**src/rtl/mod_counter.sv**
```systemverilog
// -----------------------------------------------------------------------------
// mod_counter
//
// This is a run-time configurable counter for the temperature-sensor datapath.
// It provides sample-interval timing and bit/word indexing for the ADC and
// serial sequencing logic. Its features are:
//   - count enable
//   - parallel load
//   - up/down direction
//   - a run-time terminal value
//   - wrap or saturate at the boundary
//   - a built-in prescaler
//   - a registered one-cycle terminal-count pulse
//
// Parameters
//   DATA_WIDTH : width of out, max_val and load_val (>= 1)
//   PRESCALE   : number of enabled cycles per count step (>= 1)
//
// Ports
//   clk      : sole clock, rising edge
//   rst      : synchronous, active-high reset
//   en       : count enable; advances the prescaler and gates steps
//   load     : parallel load strobe (overrides en)
//   load_val : value written on load (not clamped to max_val)
//   dir      : 1 = count up, 0 = count down
//   max_val  : run-time terminal value, sampled on every step
//   sat      : 1 = saturate at the boundary, 0 = wrap
//   out      : registered count
//   tc       : registered terminal-count pulse, one cycle wide
//
// Priority at each edge is rst > load > step > hold.
// -----------------------------------------------------------------------------
module mod_counter #(
    parameter int DATA_WIDTH = 10,
    parameter int PRESCALE   = 1
) (
    input  logic                  clk,
    input  logic                  rst,
    input  logic                  en,
    input  logic                  load,
    input  logic [DATA_WIDTH-1:0] load_val,
    input  logic                  dir,
    input  logic [DATA_WIDTH-1:0] max_val,
    input  logic                  sat,
    output logic [DATA_WIDTH-1:0] out,
    output logic                  tc
);

    // The prescaler needs at least one bit, even when PRESCALE == 1.
    localparam int PRE_W = (PRESCALE > 1) ? $clog2(PRESCALE) : 1;

    localparam logic [PRE_W-1:0]      PRE_LAST = PRE_W'(PRESCALE - 1);
    localparam logic [PRE_W-1:0]      PRE_ONE  = PRE_W'(1);
    localparam logic [DATA_WIDTH-1:0] CNT_ONE  = DATA_WIDTH'(1);
    localparam logic [DATA_WIDTH-1:0] CNT_ZERO = '0;

    logic [PRE_W-1:0]      pre;
    logic [PRE_W-1:0]      pre_nxt;
    logic                  step;
    logic [DATA_WIDTH-1:0] step_out;
    logic                  step_tc;

    // A step happens on the enabled cycle in which the prescaler is at its
    // last value. With PRESCALE == 1, pre stays at 0 and every enabled cycle
    // is a step.
    assign step = en && (pre == PRE_LAST);

    always_comb begin
        pre_nxt = pre + PRE_ONE;
        if (pre == PRE_LAST) begin
            pre_nxt = '0;
        end
    end

    // Next count and terminal-count flag, used only when a step occurs.
    always_comb begin
        step_out = out;
        step_tc  = 1'b0;
        if (dir) begin
            // Counting up.
            if (out < max_val) begin
                step_out = out + CNT_ONE;
                // In saturate mode, tc marks arrival at the top.
                step_tc  = sat && ((out + CNT_ONE) == max_val);
            end else if (!sat) begin
                // At or above the terminal value: wrap to 0.
                step_out = CNT_ZERO;
                step_tc  = 1'b1;
            end else begin
                // At or above the terminal value: clamp to it.
                step_out = max_val;
                step_tc  = 1'b0;
            end
        end else begin
            // Counting down.
            if (out > max_val) begin
                // A value loaded above the terminal value snaps back to it,
                // in both modes.
                step_out = max_val;
                step_tc  = 1'b0;
            end else if (out != CNT_ZERO) begin
                step_out = out - CNT_ONE;
                // In saturate mode, tc marks arrival at 0.
                step_tc  = sat && ((out - CNT_ONE) == CNT_ZERO);
            end else if (!sat) begin
                // At 0: wrap to the terminal value.
                step_out = max_val;
                step_tc  = 1'b1;
            end else begin
                // At 0: stay there.
                step_out = CNT_ZERO;
                step_tc  = 1'b0;
            end
        end
    end

    always_ff @(posedge clk) begin
        if (rst) begin
            out <= '0;
            tc  <= 1'b0;
            pre <= '0;
        end else if (load) begin
            // Load restarts the prescaler, so the next step needs a full
            // PRESCALE enabled cycles.
            out <= load_val;
            tc  <= 1'b0;
            pre <= '0;
        end else begin
            if (en) begin
                pre <= pre_nxt;
            end
            if (step) begin
                out <= step_out;
            end
            // tc is a single-cycle pulse, so it is cleared on every
            // non-step cycle.
            tc <= step && step_tc;
        end
    end

endmodule

```
**config.mk**
```make
export PLATFORM = sky130hd
export DESIGN_NAME = mod_counter
export DESIGN_NICKNAME = d
export VERILOG_FILES = /design/src/rtl/mod_counter.sv
export SDC_FILE = /design/constraint.sdc
export NUM_CORES = 1
export LEC_CHECK = 0
export CAP_MARGIN = 25
export CORE_MARGIN = 2
export CORE_UTILIZATION = 40
export CTS_CLUSTER_DIAMETER = 150
export CTS_CLUSTER_SIZE = 28
export DETAILED_ROUTE_END_ITERATION = 12
export PLACE_DENSITY = 0.68
export SLEW_MARGIN = 20
export SYNTH_ARGS = -nofsm -noshare
export SYNTH_HDL_FRONTEND = slang
export SYNTH_SLANG_ARGS = --single-unit
```
**constraint.sdc**
```tcl
create_clock -name clk -period 2.4 [get_ports clk]
set_input_delay 0.24 -clock clk [delete_from_list [all_inputs] [get_ports clk]]
set_output_delay 0.24 -clock clk [all_outputs]
set_load 0.1 [all_outputs]
```
==> results.cfg <==
[timing]
worst_pin_slew_ns = 0.472
fin_crit_sh = 0.965
report.final.slew_viol_count = 0
setup_viol = 0
period_needed_ns = 2.32
hold_viol = 0
grt_setup_unrepaired = false
skew_ns = 0.00111
tns_ns = 0
maxSlewHeadroom = 0.681
clock.fmax_mhz = 432

[critical_path]
slowest_delay_ns = 0.48
critPathMaxFanout = 5
startpoint = max_val[9]
crit_end = out[4]$_SDFFE_PP0P_
reg2reg_to = out[4]$_SDFFE_PP0P_
critPathCaptureType = flop
cp.arrival_ns = 2.45
cp-start-kind = primary input
required_ns = 2.53
crit_chain = clkdlybuf4s50_1 -> inv_1 -> ha_4 -> nand4_1 -> or2_4 -> o221ai_4 -> buf_6 -> and3_4 -> nor4b_2 -> a2111oi_1
crit_slowest_cell = clkdlybuf4s50_1
reg2reg_slack_ns = 0.14
r2r_start = out[4]$_SDFFE_PP0P_
criticalPathCategory = in2reg
reg2reg_depth = 8

[placement]
place.port_buffers = 36
gp_congestion = 0.903
dp_cells = 390
place_area_sq_um = 2610
post-dp-hpwl_um = 4840

[power_and_ir_drop]
vdd_drop_max_mv = 0.183
finalPower_uw = 1280
p_sw_frac = 0.470
p_per_area_nw_per_um2 = 446
p_seq_frac = 0.169
total_leakage_power_uw = 0.00122
p_switching_uw = 603
p_int_uw = 680
clockPowerShare = 0.167
combPwrFrac = 0.664

[clocking]
clock_path_buffers = 2
clkTransAtPathRegs_ns = 0.06
clock_latency_ns = 0.25
cts_max_level = 1
cts_tree = done
clock-sinks = 11
cts_buffers = 3
root_buffer = clkbuf_8

[cells_and_area]
fin_nets = 385
final_cells = 399
area_growth_pct = 50.6
drive_above_1_share = 0.333
fin_area_sq_um = 2870
layout_common_cells = buf_4 (60), nor2_1 (36), nand2_1 (27)
n_fill_cell = 428
antenna_cells = 0
layout_commonest_cell = buf_4

[synthesis]
ys_seq_elements = 11
synthFlopType = dfxtp_1
synth_area_sq_um = 1910
synth-seq-area-share = 0.115
yosysTopAreaCellShare = 0.115
async_flop_share = 0
syn-num-nets = 315
ys_warn_count = 0
synth_area_leader_cell = dfxtp_1
synth_edf_count = 0
synth.avg_cell_area_sq_um = 6.91
synth_area_leaders = dfxtp_1 (12%), ha_1 (8.5%), nor2_1 (7.3%), a21oi_1 (6.8%), xnor2_1 (6.4%)
synth.distinct_cells = 54
syn_inst = 276

[die]
start_util = 0.409
pin_count = 37
die_w_um = 73.1
core_sq_um = 4660
num_rows = 25
dieArea_sq_um = 5340
die_h_um = 73.1

[hold_path]
min_path_type = in2reg

[drt]
ant_nets = 0
viasPerCell = 6.01
drt-initial-drc-count = 197
finalWirelength_um = 6500
dr.pass1.iters = 5
drc = 0
vias = 2396
routedWlPerCell_um = 16.3

[grt]
overflow = 0
grt_pass1_wl_um = 10500
grt_max_degree = 24
antenna_found_initial = 0
grt_pass1_vias = 2142
gr-usage-all-layers = 0.251

[status]
status = finished clean

[job]
drv_cap = 0
critical path, delay by kind of cell:
kind	cells	cell delay, ns
buffers and inverters	3	0.72
adders and majority gates	1	0.27
AOI/OAI and AO/OA	2	0.62
and+or+nand+nor	4	0.58
routing by layer:
| layer | global-route usage | wire (um) | vias up |
|---|---|---|---|
| li1 | - | - | 1155 |
| met1 | 0.374 | 3020 | 1110 |
| met5 | 0 | 0 | - |
| met3 | 0.0235 | 479 | 14 |
| met4 | 0.0679 | 99 | 0 |
| met2 | 0.380 | 2900 | 117 |
worst min path at each step:
stage,cells after the start,end,slack (ns),from
floorplan,2,out[0]$_SDFFE_PP0P_,0.36,max_val[0]
global placement,4,out[0]$_SDFFE_PP0P_,0.74,out[0]$_SDFFE_PP0P_
detailed placement,1,tc,0.74,tc$_SDFF_PP0_
CTS,4,out[7]$_SDFFE_PP0P_,0.67,load_val[7]
global route,4,out[4]$_SDFFE_PP0P_,0.47,max_val[4]
finish,4,out[3]$_SDFFE_PP0P_,0.44,max_val[3]
stage by stage:
step / setup slack (ns) / hold WS [ns] / utilization
6_report: 0.0834 / 0.443 / 0.617
5_1_grt: 0.00194 / 0.473 / 0.617
4_1_cts: 0.0139 / 0.670 / 0.584
3_5_place_dp: -0.461 / 0.738 / 0.561
3_3_place_gp: -0.404 / 0.739 / 0.561
2_1_floorplan: 0.0179 / 0.363 / -
registers in the layout, summed over array words and instances, names as in the netlist:
| signal | flops |
|---|---|
| tc | 1 |
| out | 10 |
cells in the mapped netlist, drive strengths merged (2+ instances only):
| library cell | instances |
|---|---|
| inv | 14 |
| o21bai | 2 |
| dfxtp | 11 |
| nor4b | 5 |
| or4 | 2 |
| nand3 | 7 |
| o21ai | 7 |
| nand2b | 5 |
| and3 | 5 |
| nand2 | 27 |
| a21o | 4 |
| ha | 13 |
| a21oi | 26 |
| or2 | 2 |
| or3 | 3 |
| nor3b | 4 |
| o21a | 3 |
| nor4 | 2 |
| a311oi | 4 |
| nor3 | 4 |
| nand4 | 5 |
| buf | 6 |
| a211oi | 8 |
| mux2i | 2 |
| a2111oi | 8 |
| clkbuf | 16 |
| xor2 | 8 |
| xnor2 | 14 |
| nor2 | 37 |
| a41o | 2 |
| or3b | 3 |
final cells by class:
class,count,area [sq um],area share
Multi-Input combinational cell,230,1720,0.600
Timing Repair Buffer,86,729,0.254
Sequential cell,11,255,0.0888
Tap cell,54,67.6,0.0235
Inverter,14,52.6,0.0183
Clock buffer,4,45.0,0.0157
what timing repair did:
action                                  in CTS  in global routing
hold buffers                                 0                  0
endpoints found under the setup margin      11                 11
setup buffers                                2                  1
pin swaps                                    4                  6
cloned                                       1                  1
gates resized for setup                      9                 27
kinds of logic after synthesis:
kind of cell / count (synthesis) / share of synthesized area
compound gates: 79 / 0.304
flops: 11 / 0.115
simple gates: 113 / 0.303
mux: 2 / 0.0105
xor+xnor: 22 / 0.101
fa+ha+maj: 13 / 0.0852
buf+inv: 36 / 0.0807
power by group through the flow:
stage	registers, uW	clock network [uW]	logic (uW)
after global placement	216	0	766
after detailed placement	216	0	770
after CTS	212	218	801
after global routing	218	221	918
after floorplan	334	0	391
final	217	214	852
(Power assumes the default switching activity.)
